## src/rtl/flappy_game_ctrl.sv

```systemverilog
`default_nettype none
// ============================================================================
// Module   : flappy_game_ctrl
// Brief    : Flappy game-state engine: bird physics, pipe scroll/respawn,
//            collision detection and scoring, advanced once per frame tick.
// Revision : 1.0 - initial release
// ============================================================================
module flappy_game_ctrl #(
    parameter int SCREEN_W   = 640,
    parameter int GROUND_Y   = 480,
    parameter int BIRD_X     = 160,
    parameter int BIRD_W     = 16,
    parameter int BIRD_H     = 16,
    parameter int Y_START    = 240,
    parameter int GRAVITY    = 1,
    parameter int FLAP_V     = 8,
    parameter int VMAX       = 10,
    parameter int PIPE_W     = 40,
    parameter int PIPE_SPEED = 2,
    parameter int GAP_H      = 120
) (
    input  logic       ClkPort,
    input  logic       reset,
    input  logic       tick,
    input  logic       btn_flap,
    input  logic       start,
    output logic [9:0] BirdXdraw,
    output logic [9:0] BirdYdraw,
    output logic [9:0] X_Edge,
    output logic [9:0] gap_top,
    output logic [7:0] score,
    output logic       game_over,
    output logic       playing
);

    localparam logic [9:0]        c_gap_init = 10'd180;
    localparam logic [9:0]        c_gap_base = 10'd40;
    localparam logic [9:0]        c_screen_w = 10'(SCREEN_W);
    localparam logic [9:0]        c_y_start  = 10'(Y_START);
    localparam logic [9:0]        c_pipe_spd = 10'(PIPE_SPEED);
    localparam logic [9:0]        c_bird_x10 = 10'(BIRD_X);
    localparam logic [10:0]       c_ground_y = 11'(GROUND_Y);
    localparam logic [10:0]       c_bird_x   = 11'(BIRD_X);
    localparam logic [10:0]       c_bird_xr  = 11'(BIRD_X + BIRD_W);
    localparam logic [10:0]       c_bird_h   = 11'(BIRD_H);
    localparam logic [10:0]       c_pipe_w   = 11'(PIPE_W);
    localparam logic [10:0]       c_gap_h    = 11'(GAP_H);
    localparam logic signed [6:0] c_gravity  = 7'(GRAVITY);
    localparam logic signed [6:0] c_vmax     = 7'(VMAX);
    localparam logic signed [5:0] c_flap_vel = 6'(-FLAP_V);
    localparam logic [7:0]        c_lfsr_rst = 8'hA5;
    localparam logic [7:0]        c_score_max = 8'hFF;

    typedef enum logic [1:0] {
        S_IDLE = 2'd0,
        S_PLAY = 2'd1,
        S_OVER = 2'd2
    } state_t;

    state_t            r_state;
    state_t            w_state_next;

    logic [9:0]        r_bird_y;
    logic signed [5:0] r_vel;
    logic [9:0]        r_pipe_x;
    logic [9:0]        r_gap_top;
    logic [7:0]        r_score;
    logic [7:0]        r_lfsr;
    logic              r_flap_pend;
    logic              r_start_d;
    logic              r_flap_d;

    logic              w_start_rise;
    logic              w_flap_rise;
    logic              w_lfsr_fb;
    logic [10:0]       w_bird_bot;
    logic [10:0]       w_pipe_right;
    logic [10:0]       w_gap_bot;
    logic              w_hit_ground;
    logic              w_x_overlap;
    logic              w_gap_miss;
    logic              w_hit;
    logic              w_do_tick;
    logic signed [6:0] w_vel_inc;
    logic signed [5:0] w_vel_new;
    logic [10:0]       w_y_sum;
    logic [9:0]        w_y_next;
    logic signed [5:0] w_vel_next;
    logic              w_pipe_wrap;
    logic [9:0]        w_pipe_x_next;
    logic [9:0]        w_gap_next;
    logic              w_pass;

    assign w_start_rise = start & ~r_start_d;
    assign w_flap_rise  = btn_flap & ~r_flap_d;
    assign w_lfsr_fb    = r_lfsr[7] ^ r_lfsr[5] ^ r_lfsr[4] ^ r_lfsr[3];

    // Collision terms are 11 bits wide so bottom/right edges never wrap.
    assign w_bird_bot   = {1'b0, r_bird_y} + c_bird_h;
    assign w_pipe_right = {1'b0, r_pipe_x} + c_pipe_w;
    assign w_gap_bot    = {1'b0, r_gap_top} + c_gap_h;
    assign w_hit_ground = (w_bird_bot >= c_ground_y);
    assign w_x_overlap  = (c_bird_x < w_pipe_right) && ({1'b0, r_pipe_x} < c_bird_xr);
    assign w_gap_miss   = (r_bird_y < r_gap_top) || (w_bird_bot > w_gap_bot);
    assign w_hit        = w_hit_ground || (w_x_overlap && w_gap_miss);

    // A collision in the same cycle as a tick wins; the frame update is dropped.
    assign w_do_tick    = (r_state == S_PLAY) && tick && !w_hit;

    assign w_vel_inc    = {r_vel[5], r_vel} + c_gravity;
    assign w_vel_new    = r_flap_pend          ? c_flap_vel :
                          (w_vel_inc > c_vmax) ? c_vmax[5:0] : w_vel_inc[5:0];
    assign w_y_sum      = {1'b0, r_bird_y} + {{5{w_vel_new[5]}}, w_vel_new};
    assign w_y_next     = w_y_sum[10] ? 10'd0 : w_y_sum[9:0];
    assign w_vel_next   = w_y_sum[10] ? 6'sd0 : w_vel_new;

    assign w_pipe_wrap   = (r_pipe_x < c_pipe_spd);
    assign w_pipe_x_next = w_pipe_wrap ? c_screen_w : (r_pipe_x - c_pipe_spd);
    assign w_gap_next    = c_gap_base + {2'b00, r_lfsr};
    assign w_pass        = (w_pipe_right >= c_bird_x) &&
                           (({1'b0, w_pipe_x_next} + c_pipe_w) < c_bird_x);

    always_ff @(posedge ClkPort) begin
        if (reset) begin
            r_state <= S_IDLE;
        end else begin
            r_state <= w_state_next;
        end
    end

    always_comb begin
        w_state_next = r_state;
        playing      = 1'b0;
        game_over    = 1'b0;
        case (r_state)
            S_IDLE: begin
                if (w_start_rise) begin
                    w_state_next = S_PLAY;
                end
            end
            S_PLAY: begin
                playing = 1'b1;
                if (w_hit) begin
                    w_state_next = S_OVER;
                end
            end
            S_OVER: begin
                game_over = 1'b1;
                if (w_start_rise) begin
                    w_state_next = S_IDLE;
                end
            end
            default: begin
                w_state_next = S_IDLE;
            end
        endcase
    end

    always_ff @(posedge ClkPort) begin
        if (reset) begin
            r_bird_y    <= c_y_start;
            r_vel       <= 6'sd0;
            r_pipe_x    <= c_screen_w;
            r_gap_top   <= c_gap_init;
            r_score     <= 8'd0;
            r_lfsr      <= c_lfsr_rst;
            r_flap_pend <= 1'b0;
            r_start_d   <= 1'b0;
            r_flap_d    <= 1'b0;
        end else begin
            r_start_d <= start;
            r_flap_d  <= btn_flap;
            r_lfsr    <= {r_lfsr[6:0], w_lfsr_fb};
            case (r_state)
                S_IDLE: begin
                    r_bird_y    <= c_y_start;
                    r_vel       <= 6'sd0;
                    r_pipe_x    <= c_screen_w;
                    r_gap_top   <= c_gap_init;
                    r_flap_pend <= 1'b0;
                    if (w_start_rise) begin
                        r_score <= 8'd0;
                    end
                end
                S_PLAY: begin
                    if (w_do_tick) begin
                        r_bird_y    <= w_y_next;
                        r_vel       <= w_vel_next;
                        r_pipe_x    <= w_pipe_x_next;
                        // A press landing on the consuming tick is kept for the next frame.
                        r_flap_pend <= w_flap_rise;
                        if (w_pipe_wrap) begin
                            r_gap_top <= w_gap_next;
                        end
                        if (w_pass && (r_score != c_score_max)) begin
                            r_score <= r_score + 8'd1;
                        end
                    end else if (w_flap_rise) begin
                        r_flap_pend <= 1'b1;
                    end
                end
                S_OVER: begin
                    r_flap_pend <= 1'b0;
                    if (w_start_rise) begin
                        r_bird_y  <= c_y_start;
                        r_vel     <= 6'sd0;
                        r_pipe_x  <= c_screen_w;
                        r_gap_top <= c_gap_init;
                    end
                end
                default: begin
                    r_flap_pend <= 1'b0;
                end
            endcase
        end
    end

    assign BirdXdraw = c_bird_x10;
    assign BirdYdraw = r_bird_y;
    assign X_Edge    = r_pipe_x;
    assign gap_top   = r_gap_top;
    assign score     = r_score;

endmodule
`default_nettype wire

```

## config.mk

```make
export PLATFORM = sky130hd
export DESIGN_NAME = flappy_game_ctrl
export DESIGN_NICKNAME = d
export VERILOG_FILES = /design/src/rtl/flappy_game_ctrl.sv
export SDC_FILE = /design/constraint.sdc
export NUM_CORES = 1
export LEC_CHECK = 0
export BUFFER_PORTS_ARGS = -buffer_cell sky130_fd_sc_hd__buf_2
export CELL_PAD_IN_SITES_DETAIL_PLACEMENT = 0
export CELL_PAD_IN_SITES_GLOBAL_PLACEMENT = 1
export CORE_MARGIN = 2
export CORE_UTILIZATION = 43
export CTS_CLUSTER_DIAMETER = 80
export CTS_CLUSTER_SIZE = 24
export DETAILED_ROUTE_END_ITERATION = 6
export HOLD_SLACK_MARGIN = 0.15
export PLACE_DENSITY_LB_ADDON = 0.08
export SYNTH_ARGS = -nofsm -noshare
export SYNTH_HDL_FRONTEND = slang
export SYNTH_SLANG_ARGS = --single-unit
```

## constraint.sdc

```tcl
create_clock -name ClkPort -period 4.6 [get_ports ClkPort]
set_clock_uncertainty 0.15 [all_clocks]
set_input_delay 0.46 -clock ClkPort [delete_from_list [all_inputs] [get_ports ClkPort]]
set_output_delay 0.46 -clock ClkPort [all_outputs]
set_load 0.02 [all_outputs]
```

==> results_dict.tcl <==
set metrics [dict create \
    fin_crit_sh_pct 91.9 \
    ant_nets 0 \
    drt_drc_violations_left 0 \
    tightest_slew_ns 0.803 \
    r2r.worst_path.cells 21 \
    clock-sinks 55 \
    final_hold_viol_count 0 \
    async_flop_share_pct 0 \
    crit_start "r_vel[1]" \
    coreArea_um2 8680 \
    synthesis.area_um2 3820 \
    fin_setup_tns_ns 0 \
    grt_pass1_vias 3119 \
    synth_area_per_cell_um2 7.95 \
    p_seq_share_pct 43.1 \
    cap_violations 0 \
    power.combinational.fraction_pct 31.5 \
    ir_worst_vdd_mv 0.184 \
    setup_slack_ns 0.374 \
    dieArea_um2 9660 \
    final_max_slew_viol_count 0 \
    dp_slack_ns 0.154 \
    slew_headroom_pct 46.5 \
    h-tree-depth 2 \
    cp.arrival_ns 4.32 \
    clock_latency_ns 0.31 \
    setup_violations 0 \
    worstPathMaxFanout 6 \
    yosysSeqAreaShare_pct 28.8 \
    via_per_inst 5.53 \
    yosysUniqueCellTypes 59 \
    drtIter0Drc 138 \
    dr.pass1.iters 5 \
    hpwl_mm 6.91 \
    p_clk_share_pct 25.4 \
    placed_cells 616 \
    endpoint "r_vel[2]" \
    die_w_um 98.3 \
    grtUsageTotal_pct 19.3 \
    critPathRequiredTime_ns 4.70 \
    ios 55 \
    via_count 3449 \
    final_area_um2 4220 \
    nNetsFinal 560 \
    r2r_end "r_vel[2]" \
    end_kind "flop" \
    synthCells 481 \
    numCtsBuffers 5 \
    start_util_pct 44.1 \
    avgRoutedWirePerCell_um 15.2 \
    status "complete, no violations" \
    internal-power_mw 0.812 \
    grt_pass1_wl_mm 15.5 \
    ys_ff_latch 55 \
    area_growth_pct 10.3 \
    dpl_cell_area_um2 4080 \
    io_buffers 42 \
    drt_wl_total_mm 9.46 \
    r2r_start "r_vel[1]" \
    place.gp.congestion 0.847 \
    power_density_nw_per_um2 300 \
    clk_pin_slew_ns 0.11 \
    synth-edff-count 0 \
    layout-drive-gt1-share_pct 14.5 \
    power_switching_mw 0.454 \
    final_cells 624 \
    fmax_mhz 237 \
    synth_ff_type "dfxtp_1" \
    worstHoldPathType "in -> reg" \
    ctsLongestPathBuffers 2 \
    antenna_found_initial 0 \
    gr-total-overflow 0 \
    reg2reg_slack_ns 0.37 \
    rows 34 \
    fin_hold_ws_ns 0.228 \
    n_antenna_cell 0 \
    rsz0062_at_grt "false" \
    switching_share_pct 35.9 \
    ys_warn_count 0 \
    fillerInstances 913 \
    cts_root_buf "clkbuf_8" \
    crit_type "reg -> reg" \
    p_leak_nw 1.93 \
    grt_max_degree 44 \
    layout_min_cycle_time_ns 4.23 \
    die_h_um 98.3 \
    cp-start-kind "flop" \
    cts_tree "done" \
]
==> logic make-up (layout without fill, tap and decap cells) <==
group                      Yosys count  count (layout)  synth area share [%]
other                                2              12                 0.196
xor gates and xnor gates            24              24                  5.50
adders and majority gates           39              39                  13.0
buffers and inverters               50              75                  6.15
and+or+nand+nor                    189             189                  25.5
muxes                                4               4                  1.05
AOI/OAI and AO/OA                  118             118                  19.9
DFF                                 55              55                  28.8
==> per-layer routing <==
layer | part of all wire (%) | vias up | GRT usage [%]
li1 | - | 1772 | -
met1 | 49 | 1629 | 27.3
met2 | 48 | 44 | 31.9
met3 | 2.6 | 4 | 2.72
met4 | 0.58 | 0 | 3.27
met5 | 0 | - | 0
==> state kept, by name (all words and copies together) (netlist names) <==
register	cells
BirdYdraw	10
X_Edge	9
gap_top	9
r_flap_d	1
r_flap_pend	1
r_lfsr	8
r_start_d	1
r_state	2
r_vel	6
score	8
==> worst max-delay path: stages (launching register included) <==
cell and delay (ns):
dfxtp_2 0.37, inv_1 0.05, ha_1 0.32, o21ai_0 0.17, a21boi_0 0.11, o311ai_1 0.28, nand2_1 0.15, nand2b_4 0.11
nor2_1 0.05, ha_1 0.21, fa_1 0.40, nand3_1 0.08, nand2_1 0.09, a31oi_2 0.23, o21ai_0 0.16, a21o_1 0.20
a21o_1 0.17, ha_2 0.30, nand2b_1 0.18, nor2_2 0.13, nand4b_1 0.11, a21oi_1 0.16
==> how the worst min path moves through the flow <==
stage,from,end,cells after the start
floorplan,r_lfsr[1],r_lfsr[2],1
finish,start,r_start_d,2
detailed placement,r_lfsr[1],r_lfsr[2],1
CTS,start,r_start_d,2
global placement,r_lfsr[1],r_lfsr[2],1
global route,start,r_start_d,2
==> layout make-up <==
| class | instances | area [µm²] | share of cell area (%) |
|---|---|---|---|
| Sequential cell | 55 | 1100 | 26.2 |
| Timing Repair Buffer | 47 | 248 | 5.88 |
| Clock buffer | 6 | 72.6 | 1.72 |
| Tap cell | 108 | 135 | 3.20 |
| Clock inverter | 1 | 30.0 | 0.712 |
| Inverter | 21 | 78.8 | 1.87 |
| Multi-Input combinational cell | 386 | 2550 | 60.4 |
==> synthesized netlist by cell type, drive strengths merged, types with 2 or more instances <==
cell,n,area [µm²]
and2,3,18.8
nor4,3,33.8
nand2,40,150
a31o,4,35.0
nand3,27,135
dfxtp,55,1100
a211oi,4,30.0
a211o,3,26.3
ha,38,475
xor2,10,87.6
nor2b,7,43.8
or2,5,31.3
clkbuf,15,56.3
inv,21,78.8
o221ai,2,17.5
o31ai,3,36.3
o21ai,26,130
nand3b,3,22.5
nand4b,2,17.5
nor2,39,146
a21boi,2,15.0
nor3,20,100
buf,14,100
and3,10,67.6
or3,9,56.3
nand2b,8,50.1
a21o,13,97.6
or4,6,45.0
nand4,4,31.3
conb,2,7.51
a22oi,2,15.0
o211ai,2,15.0
mux2i,4,40.0
a21oi,42,214
o31a,2,17.5
o2111ai,2,17.5
xnor2,14,123
==> cell usage in the layout, fill, tap and decap left out, drive strengths merged, types with 3 or more instances in the layout <==
cell | Yosys | routed
dfxtp | 55 | 55
buf | 14 | 47
a21oi | 42 | 42
nand2 | 40 | 40
nor2 | 39 | 39
ha | 38 | 38
nand3 | 27 | 27
o21ai | 26 | 26
inv | 21 | 21
nor3 | 20 | 20
xnor2 | 14 | 14
a21o | 13 | 13
conb | 2 | 12
xor2 | 10 | 10
and3 | 10 | 10
or3 | 9 | 9
nand2b | 8 | 8
nor2b | 7 | 7
or4 | 6 | 6
clkbuf | 15 | 6
or2 | 5 | 5
a31o | 4 | 4
a211oi | 4 | 4
mux2i | 4 | 4
nand4 | 4 | 4
and2 | 3 | 3
a211o | 3 | 3
nand3b | 3 | 3
o31ai | 3 | 3
nor4 | 3 | 3
==> power groups by stage <==
stage,combinational (mW),sequential [mW],clock [mW]
after CTS,0.397,0.545,0.333
after floorplan,0.293,0.562,0
after global placement,0.395,0.555,0
final,0.399,0.545,0.322
after global routing,0.449,0.552,0.349
after detailed placement,0.395,0.556,0
==> metrics by stage <==
| step | total power, mW | util, % |
|---|---|---|
| 2_1_floorplan | 0.855 | - |
| 3_3_place_gp | 0.950 | 47.0 |
| 3_5_place_dp | 0.951 | 47.0 |
| 4_1_cts | 1.27 | 48.2 |
| 5_1_grt | 1.35 | 48.6 |
| 6_report | 1.27 | 48.6 |
==> repair_timing <==
action                                  CTS  global route
hold buffers                              0             0
setup buffers                             0             1
gates resized for setup                   0             9
endpoints found under the setup margin    0            15
(Power assumes the default switching activity.)
